### config.mk
export PLATFORM = sky130hd
export DESIGN_NAME = buffer_egress_drain
export DESIGN_NICKNAME = d
export VERILOG_FILES = /design/src/rtl/buffer_egress_drain.sv
export SDC_FILE = /design/constraint.sdc
export NUM_CORES = 1
export LEC_CHECK = 0
export CAP_MARGIN = 30
export CORE_MARGIN = 1
export CORE_UTILIZATION = 42
export CTS_CLUSTER_SIZE = 40
export DETAILED_ROUTE_END_ITERATION = 12
export GPL_TIMING_DRIVEN = 0
export PLACE_DENSITY_LB_ADDON = 0.08
export SYNTH_ARGS = -nofsm -noshare
export SYNTH_HDL_FRONTEND = slang
export SYNTH_SLANG_ARGS = --single-unit
### constraint.sdc
create_clock -name clk -period 4.6 [get_ports clk]
set_clock_uncertainty 0.2 [all_clocks]
set_input_delay 1.15 -clock clk [delete_from_list [all_inputs] [get_ports clk]]
set_output_delay 1.15 -clock clk [all_outputs]
set_load 0.05 [all_outputs]
### src/rtl/buffer_egress_drain.sv
// buffer_egress_drain
// Drains a first-word-fall-through FIFO onto a credit-controlled link.
// Packet framing is tracked from the head-flit length field so that head and
// tail flits are marked on the link. A credit stall mid-packet holds the state
// and the remaining-flit count, so the packet resumes without loss.

module buffer_egress_drain #(
   parameter int unsigned FLIT_W       = 64,
   parameter int unsigned LEN_LSB      = 56,
   parameter int unsigned LEN_W        = 4,
   parameter int unsigned CREDIT_W     = 4,
   parameter int unsigned INIT_CREDITS = 8
) (
   input  logic                clk,
   input  logic                rst,
   input  logic                fifo_empty,
   input  logic [FLIT_W-1:0]   fifo_data,
   output logic                fifo_consume,
   output logic                out_valid,
   output logic [FLIT_W-1:0]   out_data,
   output logic                out_head,
   output logic                out_tail,
   input  logic                credit_return,
   output logic [CREDIT_W-1:0] credits,
   output logic                busy,
   output logic [15:0]         pkt_count,
   output logic                err_credit_ovf
);

   localparam logic ST_IDLE = 1'b0;
   localparam logic ST_BODY = 1'b1;

   localparam logic [CREDIT_W-1:0] CRED_INIT = CREDIT_W'(INIT_CREDITS);
   localparam logic [CREDIT_W-1:0] CRED_ONE  = CREDIT_W'(1);
   localparam logic [LEN_W-1:0]    LEN_ONE   = LEN_W'(1);

   logic                state_q, state_d;
   logic [LEN_W-1:0]    remaining_q, remaining_d;
   logic [CREDIT_W-1:0] credits_q, credits_d;
   logic                err_q, err_d;
   logic [15:0]         pkt_count_q, pkt_count_d;
   logic                out_valid_q, out_valid_d;
   logic [FLIT_W-1:0]   out_data_q, out_data_d;
   logic                out_head_q, out_head_d;
   logic                out_tail_q, out_tail_d;

   logic                consume;
   logic                pkt_done;
   logic [LEN_W-1:0]    len_raw;
   logic [LEN_W-1:0]    len_eff;

   // Pop whenever a flit is present and the downstream has room for it.
   always_comb begin
      consume = ~rst & ~fifo_empty & (credits_q != '0);
   end

   // Head-flit length, a zero length field meaning a single-flit packet.
   always_comb begin
      len_raw = fifo_data[LEN_LSB +: LEN_W];
      len_eff = (len_raw == '0) ? LEN_ONE : len_raw;
   end

   // Packet framing: decide head/tail marking and next state for a popped flit.
   always_comb begin
      state_d     = state_q;
      remaining_d = remaining_q;
      out_head_d  = 1'b0;
      out_tail_d  = 1'b0;
      pkt_done    = 1'b0;
      if (consume) begin
         if (state_q == ST_IDLE) begin
            out_head_d = 1'b1;
            if (len_eff == LEN_ONE) begin
               out_tail_d = 1'b1;
               pkt_done   = 1'b1;
            end else begin
               remaining_d = len_eff - LEN_ONE;
               state_d     = ST_BODY;
            end
         end else begin
            if (remaining_q == LEN_ONE) begin
               out_tail_d  = 1'b1;
               pkt_done    = 1'b1;
               remaining_d = '0;
               state_d     = ST_IDLE;
            end else begin
               remaining_d = remaining_q - LEN_ONE;
            end
         end
      end
   end

   // Credit accounting; a return with no free slot outstanding is flagged, not counted.
   always_comb begin
      credits_d = credits_q;
      err_d     = err_q;
      case ({consume, credit_return})
         2'b10: credits_d = credits_q - CRED_ONE;
         2'b01: begin
            if (credits_q == CRED_INIT) begin
               err_d = 1'b1;
            end else begin
               credits_d = credits_q + CRED_ONE;
            end
         end
         default: credits_d = credits_q;
      endcase
   end

   // Link output stage and packet counter next values.
   always_comb begin
      out_valid_d = consume;
      out_data_d  = consume ? fifo_data : out_data_q;
      pkt_count_d = pkt_count_q + {15'd0, pkt_done};
   end

   // State registers with synchronous active-high reset.
   always_ff @(posedge clk) begin
      if (rst) begin
         state_q     <= ST_IDLE;
         remaining_q <= '0;
         credits_q   <= CRED_INIT;
         err_q       <= 1'b0;
         pkt_count_q <= '0;
         out_valid_q <= 1'b0;
         out_data_q  <= '0;
         out_head_q  <= 1'b0;
         out_tail_q  <= 1'b0;
      end else begin
         state_q     <= state_d;
         remaining_q <= remaining_d;
         credits_q   <= credits_d;
         err_q       <= err_d;
         pkt_count_q <= pkt_count_d;
         out_valid_q <= out_valid_d;
         out_data_q  <= out_data_d;
         out_head_q  <= out_head_d;
         out_tail_q  <= out_tail_d;
      end
   end

   // Output port mapping.
   always_comb begin
      fifo_consume   = consume;
      out_valid      = out_valid_q;
      out_data       = out_data_q;
      out_head       = out_head_q;
      out_tail       = out_tail_q;
      credits        = credits_q;
      busy           = (state_q == ST_BODY);
      pkt_count      = pkt_count_q;
      err_credit_ovf = err_q;
   end

endmodule
==> metrics.yaml, run 1 <==
powerDensity_nw_per_um2: 456.9
p_leak_nw: 2.112
tightest_slew_ns: 0.5550
p_total_mw: 2.548
antenna_found_initial: 0
reg2reg_depth: 12
cp-start-kind: "input port"
synthCells: 451
path_cells: "clkdlybuf4s50_1, nor2_1, nand2_4, inv_2, buf_2, buf_2, dlygate4sd2_1"
max_stage_delay_ns: 0.56
drc: 0
hp-class: "reg2reg"
grt_usage: 0.2164
avgSynthCellArea_um2: 8.115
finalMaxSlewViolations: 0
via_per_inst: 4.938
fin_crit_sh: 0.9695
grt_pass1_vias: 3280
synthDistinctLibCells: 41
numPlacedInstances: 712
arrival_ns: 3.11
critPathMaxFanout: 10
cts_tree: "built"
grt_pass1_wl_mm: 15.30
ant_nets: 0
syn2layout_area_growth_pct: 52.41
cts_buffer_depth: 2
vias: 3595
clkTransAtPathRegs_ns: 0.08
synth_area_leaders: "dfxtp_1 (51%), nand2_1 (14%), o21ai_0 (5.5%)"
timing.final.crit_period_ns: 4.460
nNetsFinal: 695
synth_top_area_frac: 0.5087
fp.dieArea_um2: 9091
crit_required_ns: 3.25
final-hold-violation-count: 0
drt_iter0_markers: 109
gp_congestion: 0.7895
rows: 33
hold_depth: 2
slew_headroom: 0.6288
seq_area_frac_synth: 0.5087
synth_warnings: 0
crit_family: "buffers and inverters"
cts_buffers: 9
crit_path_top_delay_cell: "dlygate4sd2_1"
n_antenna_cell: 0
numPortBuffers: 156
rsz0062_at_grt: "false"
seq_area_um2: 1862
status: "completed"
syn_area_um2: 3660
n_fill_cell: 721
die_h_um: 95.35
ys_ff_latch: 93
fin_cells: 728
hpwl_mm: 7.162
htreeDepth: 3
initial_utilization: 0.4388
wl_per_cell_um: 13.40
setup_viol: 0
multi_input_area_um2: 1615
max_cap_violations: 0
drt_wl_total_mm: 9.755
drtPass1Iterations: 4
clkSinkCount: 93
ios: 158
max_freq_mhz: 224.2
critPathBufInv: 5
ir_drop_v: 0.0003029
drive_above_1_share: 0.05297
coreArea_um2: 8341
cp-end-kind: "output port"
grt-ovfl-total: 0
path_depth: 7
syn-num-nets: 528
dieWidth_um: 95.35
grt_max_degree: 15
crit_top_cell: "buf_2"
yosys.area.top_type: "dfxtp_1"
post-cts-setup-buffers: 0
cts_root_buf: "clkbuf_8"
crit_type: "in2out"
clk_latency_ns: 0.34
==> worst register-to-register path: stages, from the launching register on <==
cell	delay [ns]
dfxtp_1	0.32
inv_1	0.09
ha_1	0.21
nor3b_1	0.29
nand2_1	0.12
a21oi_1	0.23
ha_1	0.23
ha_1	0.22
nand2_1	0.08
or3_1	0.29
buf_2	0.16
or3_1	0.35
a21oi_1	0.14
==> layout make-up <==
class,instances,area share
Tap cell,105,0.02355
Clock inverter,3,0.01211
Buffer,26,0.01996
Multi-Input combinational cell,313,0.2896
Sequential cell,93,0.3338
Timing Repair Buffer,156,0.2797
Clock buffer,13,0.02849
Inverter,19,0.01279
==> placed cells by master, fill, tap and decap left out, drive strengths merged, types with 5 or more instances in the layout <==
master,synthesis,final
clkdlybuf4s50,0,155
nand2,134,134
dfxtp,93,93
o21ai,71,71
clkbuf,15,28
nor2,19,19
inv,19,19
a21oi,14,14
buf,11,11
nand3,10,10
ha,8,8
or3,8,8
nor3,6,6
xnor2,6,6
a211oi,5,5
==> final timing paths <==
path / to / from / slack [ns]
worst min-delay path: out_data[29] / out_data[29] / 0.25
worst max register to register: pkt_count[10] / remaining_q[1] / 1.62
worst max-delay path: fifo_consume / fifo_empty / 0.14
worst min register to register: out_data[29] / out_data[29] / 0.25
==> kinds of logic after synthesis <==
kind of cell	count (synthesis)	synth area share
buffers and inverters	45	0.04991
XOR/XNOR	9	0.02154
adder cells (fa/ha/maj)	9	0.03282
AO/OA/AOI/OAI	98	0.1450
flip-flops	93	0.5087
multiplexers	6	0.01709
AND/OR/NAND/NOR	191	0.2250
==> through the flow <==
| stage | TNS, ns | setup WS [ns] | utilization | hold slack (ns) | instance area (um^2) |
|---|---|---|---|---|---|
| 2_1_floorplan | 0 | 0.6792 | - | 0.2782 | 3660 |
| 3_3_place_gp | -0.1745 | -0.1440 | 0.6418 | 0.2357 | 5353 |
| 3_5_place_dp | -0.3255 | -0.1613 | 0.6418 | 0.2397 | 5353 |
| 4_1_cts | 0 | 0.1145 | 0.6688 | 0.2527 | 5578 |
| 5_1_grt | 0 | 0.007759 | 0.6688 | 0.2683 | 5578 |
| 6_report | 0 | 0.1404 | 0.6688 | 0.2480 | 5578 |
==> cell usage after synthesis (all sizes together) <==
cell type  count
a211oi         5
or4b           1
o21a           1
or4            2
or2            1
xor2           3
or3            8
buf           11
nor2b          3
fa             1
dfxtp         93
nor3           6
clkbuf        15
nand2b         1
o21ai         71
a311oi         1
mux2           2
and4           1
nand2        134
nor4           2
inv           19
a41oi          2
xnor2          6
o2111ai        1
a21oi         14
a211o          1
o31ai          1
ha             8
nand3         10
o32ai          1
mux2i          4
nor2          19
nor3b          1
nand4          2
==> metal layers <==
metal | up-vias | GRT usage | part of all wire
li1 | 1827 | - | -
met1 | 1643 | 0.2774 | 0.45
met2 | 119 | 0.3476 | 0.46
met3 | 6 | 0.05901 | 0.082
met4 | 0 | 0.07702 | 0.0081
met5 | - | 0 | 0
==> flip-flops by register name, indices dropped and copies added (netlist names) <==
name and flops:
out_data 64, credits 4, err_credit_ovf 1, remaining_q 4, out_head 1, pkt_count 16, busy 1, out_tail 1
out_valid 1
==> report_power, final <==
group	internal (mW)	switching, mW
clock	0.337	0.272
sequential	0.917	0.0765
combinational	0.338	0.608
total	1.59	0.956
==> repair_timing <==
item,CTS,global route
hold buffers,0,0
setup endpoints to repair,1,0
gates resized for setup,1,0
Power figures use the tool's default switching activity.
==> run 2, diff against run 1 <==
--- a/config.mk
+++ b/config.mk
@@ -12,6 +12,7 @@
 export DETAILED_ROUTE_END_ITERATION = 12
 export GPL_TIMING_DRIVEN = 0
 export PLACE_DENSITY_LB_ADDON = 0.08
+export SLEW_MARGIN = 10
 export SYNTH_ARGS = -nofsm -noshare
 export SYNTH_HDL_FRONTEND = slang
 export SYNTH_SLANG_ARGS = --single-unit
==> results of run 2 <==
Same layout as run 1: the final DEF is identical, and so are final timing and power.
==> run 3, diff against run 2 <==
--- a/config.mk
+++ b/config.mk
@@ -7,7 +7,7 @@
 export LEC_CHECK = 0
 export CAP_MARGIN = 30
 export CORE_MARGIN = 1
-export CORE_UTILIZATION = 42
+export CORE_UTILIZATION = 35
 export CTS_CLUSTER_SIZE = 40
 export DETAILED_ROUTE_END_ITERATION = 12
 export GPL_TIMING_DRIVEN = 0
==> run 3 against run 2 <==
Effect of this change:
- hold slack better by 0.0017 ns
- final area grew 0.67%
- die area rose by 20%
- setup slack better by 0.014 ns
- register-to-register slack is essentially flat
- sequential power about the same
- critical path depth stayed put
- global-route usage down 2.8 points
- clock-buffer cell count decreased by 3
- routed wire length is 1.1% higher
- core utilization is 10 points lower
- clock power is 4.3% higher
- critical path type unchanged
==> metrics.yaml, run 3 (synthesized netlist as in run 1, its figures left out) <==
wl_per_cell_um: 13.06  # -2.5%
crit_path_top_delay_cell: "clkdlybuf4s15_1"
n_antenna_cell: 0  # unchanged
path_cells: "clkdlybuf4s50_1, nor2_1, nand2_4, inv_2, buf_2, buf_2, clkdlybuf4s15_1"
crit_type: "in2out"
cp-startpoint: "fifo_empty"
reg2reg_depth: 12  # unchanged
powerDensity_nw_per_um2: 458.4  # +0.34%
crit_family: "buffers and inverters"
arrival_ns: 3.10  # about the same
drive_above_1_share: 0.05305  # +0.00008516
drtPass1Iterations: 4  # unchanged
grt_max_degree: 15  # unchanged
dieWidth_um: 104.3  # +9.3%
final_core_util: 0.5641  # -0.1047
fp.dieArea_um2: 10870  # +20%
whs_ns: 0.2498  # +0.001717 ns
path_depth: 7  # unchanged
hold_buffers: 0  # unchanged
placed_area_um2: 5388  # +0.65%
critPathBufInv: 5  # unchanged
clk_latency_ns: 0.35  # about the same
cts_buffer_depth: 2  # unchanged
clkTransAtPathRegs_ns: 0.08  # about the same
cts_root_buf: "clkbuf_8"
rsz0062_at_grt: "false"
drt_wl_total_mm: 9.859  # +1.1%
drc: 0  # unchanged
timing.final.crit_period_ns: 4.446  # -0.01399 ns
fin_crit_sh: 0.9664  # -0.003041
final_cell_area_um2: 5615  # +0.67%
htreeDepth: 3  # unchanged
antenna_found_initial: 0  # unchanged
crit_end: "fifo_consume"
grt-ovfl-total: 0  # unchanged
coreArea_um2: 9955  # +19%
crit_top_cell: "buf_2"
ant_nets: 0  # unchanged
cts_tree: "built"
hp-class: "reg2reg"
status: "completed"
regToRegSetupSlack_ns: 1.62  # about the same
place_ws_ns: -0.1804  # -0.01903 ns
cp-start-kind: "input port"
initial_utilization: 0.3676  # -0.07115
post-cts-setup-buffers: 0  # unchanged
max_freq_mhz: 224.9  # +0.31%
reg2reg_from: "remaining_q[1]"
p_leak_nw: 2.116  # +0.18%
syn2layout_area_growth_pct: 53.44
largest_reg_flops: 64  # unchanged
clkSinkCount: 93  # unchanged
slew_headroom: 0.6398  # +0.01101
grt_pass1_vias: 3425  # +4.4%
via_per_inst: 4.672  # -5.4%
drt_iter0_markers: 114  # +4.6%
nNetsFinal: 695  # unchanged
die_h_um: 104.3  # +9.3%
tightest_slew_ns: 0.5386  # -0.01646 ns
final_cell_mix: "clkdlybuf4s50_1 (155), nand2_1 (133), dfxtp_1 (93)"
final-hold-violation-count: 0  # unchanged
crit_required_ns: 3.25  # about the same
rows: 36  # +9.1%
grt_usage: 0.1882  # -0.02821
cts_buffers: 9  # unchanged
gp_congestion: 0.7937  # +0.53%
max_cap_violations: 0  # unchanged
finalMaxSlewViolations: 0  # unchanged
fin_ws_ns: 0.1544  # +0.01399 ns
hpwl_mm: 7.248  # +1.2%
ir_drop_v: 0.0002783  # -8.1%
critPathMaxFanout: 10  # unchanged
vias: 3527  # -1.9%
setup_viol: 0  # unchanged
ios: 158  # unchanged
p_total_mw: 2.574  # +1.0%
cp-end-kind: "output port"
rr_endpoint: "pkt_count[14]"
grt_pass1_wl_mm: 16.45  # +7.5%
final_common_cell: "clkdlybuf4s50_1"
max_stage_delay_ns: 0.52  # -0.04 ns
numPortBuffers: 156  # unchanged
-- run 3: what timing repair did --
item | 4_1_cts | 5_1_grt
pin swaps | 0 | 0
endpoints found under the setup margin | 1 | 1
gates resized for setup | 1 | 1
-- run 3: cell type report --
class | instances | area [um^2]
inverters | 19 | 71.32
multi-input cells | 313 | 1615
clock inverters | 5 | 100.1
fillers | 913 | 4339
repair buffers | 156 | 1562
flip-flops and latches | 93 | 1862
clock buffers | 10 | 127.6
well taps | 133 | 166.4
plain buffers | 26 | 111.4
-- run 3: worst min-delay path by stage --
stage	start	end	slack, ns	cells after the start
3_5_place_dp	out_data[6]	out_data[6]	0.24	2
6_report	out_data[26]	out_data[26]	0.25	2
2_1_floorplan	remaining_q[1]	remaining_q[1]	0.28	2
4_1_cts	out_data[6]	out_data[6]	0.25	2
3_3_place_gp	out_data[10]	out_data[10]	0.24	2
5_1_grt	out_data[19]	out_data[19]	0.27	2
-- run 3: power breakdown --
group	switching, mW	internal, mW
Sequential	0.0782	0.917
Clock	0.278	0.357
Combinational	0.605	0.339
Total	0.961	1.61
-- run 3: per-layer routing --
metal | vias up | part of all wire | GRT usage
met2 | 103 | 0.45 | 0.2981
li1 | 1816 | - | -
met3 | 15 | 0.054 | 0.04825
met5 | - | 0 | 0
met1 | 1593 | 0.48 | 0.2435
met4 | 0 | 0.019 | 0.07653
-- run 3: worst register-to-register path, delay by kind of cell, from the launching register on --
kind                       cells  cell delay (ns)
AOI/OAI and AO/OA              2             0.39
adders and majority gates      3             0.66
buffers and inverters          2             0.26
DFF                            1             0.32
and+or+nand+nor                5             1.09
-- run 3: through the flow --
step                setup TNS [ns]  cells
detailed placement         -0.4719    740
global placement           -0.3024    740
global route                     0    755
finish                           0    755
CTS                              0    755
floorplan                        0    451
